==> config.mk <==
export PLATFORM = sky130hd
export DESIGN_NAME = one_two_demux16_buf
export DESIGN_NICKNAME = d
export VERILOG_FILES = /design/src/rtl/one_two_demux16_buf_pkg.sv /design/src/rtl/one_two_demux16_buf_slot.sv /design/src/rtl/one_two_demux16_buf.sv
export SDC_FILE = /design/constraint.sdc
export NUM_CORES = 1
export LEC_CHECK = 0
export ABC_AREA = 1
export CAP_MARGIN = 0
export CELL_PAD_IN_SITES_DETAIL_PLACEMENT = 2
export CELL_PAD_IN_SITES_GLOBAL_PLACEMENT = 2
export CORE_MARGIN = 2
export CORE_UTILIZATION = 25
export CTS_BUF_LIST = sky130_fd_sc_hd__clkbuf_2 sky130_fd_sc_hd__clkbuf_4 sky130_fd_sc_hd__clkbuf_8
export CTS_CLUSTER_DIAMETER = 60
export CTS_CLUSTER_SIZE = 28
export DETAILED_ROUTE_END_ITERATION = 8
export GPL_TIMING_DRIVEN = 0
export PLACE_DENSITY = 0.73
export SETUP_SLACK_MARGIN = 0.05
export SYNTH_ARGS = -nofsm -noshare
export SYNTH_HDL_FRONTEND = slang
export SYNTH_SLANG_ARGS = --single-unit
==> constraint.sdc <==
create_clock -name clk -period 3.1 [get_ports clk]
set_input_delay 0.31 -clock clk [delete_from_list [all_inputs] [get_ports clk]]
set_output_delay 0.31 -clock clk [all_outputs]
set_load 0.02 [all_outputs]
==> src/rtl/one_two_demux16_buf_pkg.sv <==
// Shared types and sizing for the 1-to-2 buffered demux.
package one_two_demux16_buf_pkg;
  localparam int WIDTH_DEF = 16;
  localparam int CNT_W     = 16;
  localparam int NUM_SIDES = 2;

  typedef enum logic {
    EMPTY = 1'b0,
    FULL  = 1'b1
  } slot_state_e;
endpackage

==> src/rtl/one_two_demux16_buf_slot.sv <==
// Single-entry output slot for one demux side.
// Holds the word, tracks its EMPTY/FULL state and counts deliveries.
module demux_slot
  import one_two_demux16_buf_pkg::*;
#(
  parameter int WIDTH = WIDTH_DEF
) (
  input  logic             clk,
  input  logic             rst,
  input  logic             ld,
  input  logic [WIDTH-1:0] d,
  output logic             can_take,
  output logic [WIDTH-1:0] q,
  output logic             q_valid,
  input  logic             q_ready,
  output logic [CNT_W-1:0] cnt
);
  slot_state_e      state_q, state_d;
  logic [WIDTH-1:0] data_q, data_d;
  logic [CNT_W-1:0] cnt_q, cnt_d;
  logic             deliver;

  assign deliver = (state_q == FULL) && q_ready;

  // A load while delivering keeps the slot FULL, so load wins over drain.
  always_comb begin
    state_d = state_q;
    data_d  = data_q;
    cnt_d   = cnt_q;
    if (ld)
      state_d = FULL;
    else if (deliver)
      state_d = EMPTY;
    if (ld)
      data_d = d;
    if (deliver)
      cnt_d = cnt_q + CNT_W'(1);
  end

  always_ff @(posedge clk or posedge rst) begin
    if (rst) begin
      state_q <= EMPTY;
      data_q  <= '0;
      cnt_q   <= '0;
    end else begin
      state_q <= state_d;
      data_q  <= data_d;
      cnt_q   <= cnt_d;
    end
  end

  assign can_take = (state_q == EMPTY) || q_ready;
  assign q        = data_q;
  assign q_valid  = (state_q == FULL);
  assign cnt      = cnt_q;
endmodule

==> src/rtl/one_two_demux16_buf.sv <==
// 1-to-2 demux with a registered single-entry slot per side.
// select=1 steers to q1 (slot 0), select=0 steers to q2 (slot 1).
module one_two_demux16_buf
  import one_two_demux16_buf_pkg::*;
#(
  parameter int WIDTH = WIDTH_DEF
) (
  input  logic             clk,
  input  logic             reset,
  input  logic             select,
  input  logic [WIDTH-1:0] d,
  input  logic             in_valid,
  output logic             in_ready,
  output logic [WIDTH-1:0] q1,
  output logic [WIDTH-1:0] q2,
  output logic             q1_valid,
  output logic             q2_valid,
  input  logic             q1_ready,
  input  logic             q2_ready,
  output logic [CNT_W-1:0] cnt1,
  output logic [CNT_W-1:0] cnt2
);
  logic [NUM_SIDES-1:0]            ld_vec, take_vec, vld_vec, rdy_vec;
  logic [NUM_SIDES-1:0][WIDTH-1:0] q_arr;
  logic [NUM_SIDES-1:0][CNT_W-1:0] cnt_arr;
  logic                            sel_idx;
  logic                            accept;

  assign sel_idx = ~select;
  assign rdy_vec = {q2_ready, q1_ready};

  // Only the selected slot feeds in_ready; reset gates it low.
  always_comb begin
    in_ready = ~reset & take_vec[sel_idx];
    accept   = in_valid & in_ready;
    ld_vec   = '0;
    ld_vec[sel_idx] = accept;
  end

  for (genvar i = 0; i < NUM_SIDES; i++) begin : g_slot
    demux_slot #(.WIDTH(WIDTH)) u_slot (
      .clk      (clk),
      .rst      (reset),
      .ld       (ld_vec[i]),
      .d        (d),
      .can_take (take_vec[i]),
      .q        (q_arr[i]),
      .q_valid  (vld_vec[i]),
      .q_ready  (rdy_vec[i]),
      .cnt      (cnt_arr[i])
    );
  end

  assign q1       = q_arr[0];
  assign q2       = q_arr[1];
  assign q1_valid = vld_vec[0];
  assign q2_valid = vld_vec[1];
  assign cnt1     = cnt_arr[0];
  assign cnt2     = cnt_arr[1];
endmodule

After elaboration in Yosys (flattened, before gate mapping)
Index checks and enable logic that the tools add are counted.
Widths: inputs -> output; s select.
{"block": "totals", "word_cells": 32, "input_bits": 22, "regBits": 66}
{"block": "classes", "n_addsub": 2, "bitwise": 7, "magnitude_cmp": 2, "mux": 8, "n_reduce_logical": 7}
{"operator": "$add 16x1->16 const B", "n": 2}
{"operator": "$mux 1", "n": 7}
{"operator": "$not 1->1", "n": 4}
{"operator": "$reduce_bool 2->1", "n": 2}
{"operator": "$logic_and 1x1->1", "n": 3}
{"operator": "$and 1x1->1", "n": 2}
{"operator": "$and 2x2->2", "n": 1}
{"operator": "$logic_or 1x1->1", "n": 2}
{"operator": "$lt 1x2->1 const B", "n": 1}
{"operator": "$demux 1 s1", "n": 1}
{"operator": "$ge 1x1->1 const B", "n": 1}

Longest topological paths before layout
{"block": "depth", "depth_word": 8, "mapped_depth": 8, "mapped_depth_nobuf": 8}

Hierarchy
From an unflattened synthesis, not the netlist that was laid out.
{"block": "unflattened", "cells_unflattened": 345, "area_unflattened_um2": 2981.6}
{"mod": "demux_slot", "n_inst": 2, "cells_each": 168, "area_each_um2": 1470.2, "seq_area_each_um2": 825.8}
{"mod": "one_two_demux16_buf", "n_inst": 1, "cells_each": 9, "area_each_um2": 41.3, "seq_area_each_um2": 0.0}

Least setup slack after synthesis
No wires, ideal clock.
{"block": "synth_path", "path_type": "input -> register", "start": "input port reset", "end": "register g_slot[0].u_slot.data_q[0]", "path_stages": 7, "t_arrival_ps": 2676, "setup_slack_ps": 306, "path_cell_list": "inv_1 nand2_1 nor2_4 nand3_4 buf_6 nand2_2 o21ai_2"}
{"block": "synth_between", "elab_chain_cells": 4}
{"item": "from (decl)", "line": "one_two_demux16_buf.sv:9", "text": "input logic reset,"}
{"item": "$not 1->1", "line": "one_two_demux16_buf.sv:34", "text": "in_ready = ~reset & take_vec[sel_idx];"}
{"item": "$and 1x1->1", "line": "one_two_demux16_buf.sv:34"}
{"item": "via in_ready", "line": "one_two_demux16_buf.sv:13", "text": "output logic in_ready,"}
{"item": "$and 1x1->1", "line": "one_two_demux16_buf.sv:35", "text": "accept = in_valid & in_ready;"}
{"item": "$and 2x2->2 (no line)"}
{"item": "to (signal assigned)", "line": "one_two_demux16_buf_slot.sv:47", "text": "data_q <= data_d;"}
{"item": "to (decl)", "line": "one_two_demux16_buf_slot.sv:19", "text": "logic [WIDTH-1:0] data_q, data_d;"}
The timed path passes the listed nets, and every way through them passes these cells.
A chain may end at the register's enable or synchronous reset.

Final worst setup path
{"block": "layout_path", "start": "input port reset", "end": "output port in_ready"}
{"block": "layout_between", "elab_chain_cells": 2}
{"item": "$not 1->1", "line": "one_two_demux16_buf.sv:34"}
{"item": "$and 1x1->1", "line": "one_two_demux16_buf.sv:34"}
{"item": "to (decl)", "line": "one_two_demux16_buf.sv:13"}
Every way passes these cells.

==> metrics.txt <==
post-synthesis cell area=2980 µm²; Worst Skew=0.00816 ns; Worst-path clk slew=0.08 ns; worst-case clock buffer depth=2; CORE AREA=approximately 12,000 µm²; grt ovf=0; CP startpoint kind=input pin; Finished Core Util=36.9%; chip height=between 100 and 150 µm; largest net degree at the start of global routing=roughly 70; met2 Resource Use GR=between 20% and 30%; GR Util met1=17.0%; Arrival @ worst endpoint=2.49 ns; post_cts resized=0; failing checks=design-rule violations; leak pwr=1.96 nW; Starting Density=25.9%; Synth area leaders=dfrtp_1 (55%), o21ai_2 (9.4%), nand2_1 (8.4%); vias in the first global route=2,652; hold buffers post-CTS=0; Synth Register Bits=66; hold crit path type=input pin to async pin; vias post-DR=roughly 2,400; Yosys top cell area share=55.4%; total CTS buffers=9; Min Hold Slack=0.487 ns; number of non-filler instances in the completed layout=between 500 and 600; clock sinks=between 60 and 70; Slew @ Worst Pin=0.861 ns; synth unique cells=21; gpl congestion=0.735; die width=113 µm; layout cells sized above 1=19.7%; unrepaired setup endpoints after global routing=false; Top Ports=89; Reg2Reg Setup Slack=1.57 ns; gr usage total=14.0%; WL/cell=15.3 µm; wire length of the first global-routing pass=between 10 and 15 mm; Final #Nets=410; initial antenna violation count=0; placed insts=518; max_cap viols=0; DP HPWL=5.98 mm; status=finished, violations left; crit path kind=input pin to primary output; First-pass DRT Iterations=6; CP max FO=67; grt met3 use=3.16%; Critical Path End Type=primary output; warnings from Yosys=0; # DRC=4; sequential fraction of the synthesis area=around 55%; Cells after Synth=287; area leader, netlist=dfrtp_1; vias per inst=4.43; I/O Buffers=about 90; Final Setup Violations=0; syn nets=roughly 310; die area=12,800 µm²; Area Growth Syn to Fin=42.4%; PwrDens=626 nW/µm²; Avg Cell Area, Syn=10.4 µm²; Final Hold Viols=0; Worst EP required=roughly 2.8 ns; number of diodes=0; Root Buffer=clkbuf_8; fin crit share=between 90% and 100%; H-tree depth=3; Slew Limit Headroom=42.6%; setup repair bufs after CTS=0; row count=39; VDD IR max=0.203 mV; crit path time final=2.80 ns; global routing's busiest layer=met2; antenna-violating nets left=0; Max Slew Vio Count=0; fmax=357 MHz; CTS tree=yes; Routed WL=8.16 mm; Iter 0 DRT Violations=95; Clk Latency, worst-skew pair=0.36 ns
[power breakdown]
group | switching [mW] | leakage [nW] | internal [mW]
clock network | 0.354 | 0.105 | 0.411
logic | 0.399 | 1.00 | 0.372
registers | 0.125 | 0.848 | 0.998
total | 0.877 | 1.96 | 1.78
[sequential cells by signal, indices dropped and copies added (netlist names)]
signal,cells
g_slot.u_slot.cnt,32
g_slot.u_slot.q,32
g_slot.u_slot.q_valid,2
[critical path: stages]
cell	delay [ns]
clkdlybuf4s50_1	0.44
inv_4	0.64
nand2_1	0.20
nor2_4	0.20
clkdlybuf4s50_1	0.67
[placed cells by master, fill, tap and decap left out, types with 2 or more instances in the layout]
cell type        Yosys  final
mux2_2               2      2
nand3_1              8      8
xnor2_1             12     12
dfrtp_1             66     66
clkinv_2             0      3
clkdlybuf4s50_1      0     88
inv_1               34     33
nand4_1              4      4
ha_1                 2      2
nor3_1               5      5
nand2_2              8      8
nand3_2              2      2
nand2_1             67     67
nand3b_1             3      3
nor2_2               4      4
nor2_4               3      3
nor2_1              11     11
nand3_4              2      2
buf_6                6      6
xor2_1              13     13
clkbuf_8             0     11
o21ai_2             32     32
o21ai_0              2      2
[metrics by stage]
step	power (mW)	setup slack, ns	setup TNS (ns)	area, µm²
2_1_floorplan	1.52	0.306	0	2980
3_3_place_gp	1.90	-1.29	-45.73	4040
3_5_place_dp	1.93	0.185	0	4050
4_1_cts	2.72	0.198	0	4250
5_1_grt	2.82	0.0749	0	4250
6_report	2.66	0.299	0	4250
[worst paths after layout]
kind,end,start,cells past startpoint
max in group asynchronous,g_slot[0].u_slot.q[8],reset,2
setup / recovery,in_ready,reset,5
hold / removal,g_slot[1].u_slot.cnt[15],reset,2
hold reg to reg,g_slot[0].u_slot.q[14],g_slot[0].u_slot.q[14],2
min in group clk,g_slot[0].u_slot.q[14],g_slot[0].u_slot.q[14],2
setup reg to reg,g_slot[0].u_slot.cnt[12],g_slot[0].u_slot.cnt[0],6
[cell usage after synthesis, drive strengths merged]
| library cell | instances |
|---|---|
| nor3 | 6 |
| mux2 | 2 |
| nand4 | 4 |
| nand3b | 3 |
| xor2 | 13 |
| ha | 2 |
| nand2 | 75 |
| dfrtp | 66 |
| buf | 6 |
| nor2 | 18 |
| xnor2 | 12 |
| inv | 34 |
| nand3 | 12 |
| o21ai | 34 |
[layer usage]
metal / up-vias / routed length [µm]
li1: 1103 / -
met1: 1200 / 3470
met2: 54 / 4160
met3: 11 / 348
met4: 0 / 174
met5: - / 0
[final cells by class]
type                       instances  area (µm²)
inverter                          34         130
clock inverter                     5        52.6
multi-input combinational        181        1140
buffer                             6        67.6
fill                            1287        7270
timing repair buffer              88         881
sequential                        66        1650
clock buffer                      11         151
tap                              143         179
[logic make-up (layout without fill, tap and decap cells)]
| group | Yosys count | after routing | share of synthesized area [%] |
|---|---|---|---|
| and+or+nand+nor | 118 | 118 | 19.4 |
| xor gates and xnor gates | 25 | 25 | 7.34 |
| DFF | 66 | 66 | 55.4 |
| buffers and inverters | 40 | 144 | 6.54 |
| muxes | 2 | 2 | 0.755 |
| adders and majority gates | 2 | 2 | 0.839 |
| AOI/OAI and AO/OA | 34 | 34 | 9.73 |
(Power assumes the default switching activity.)
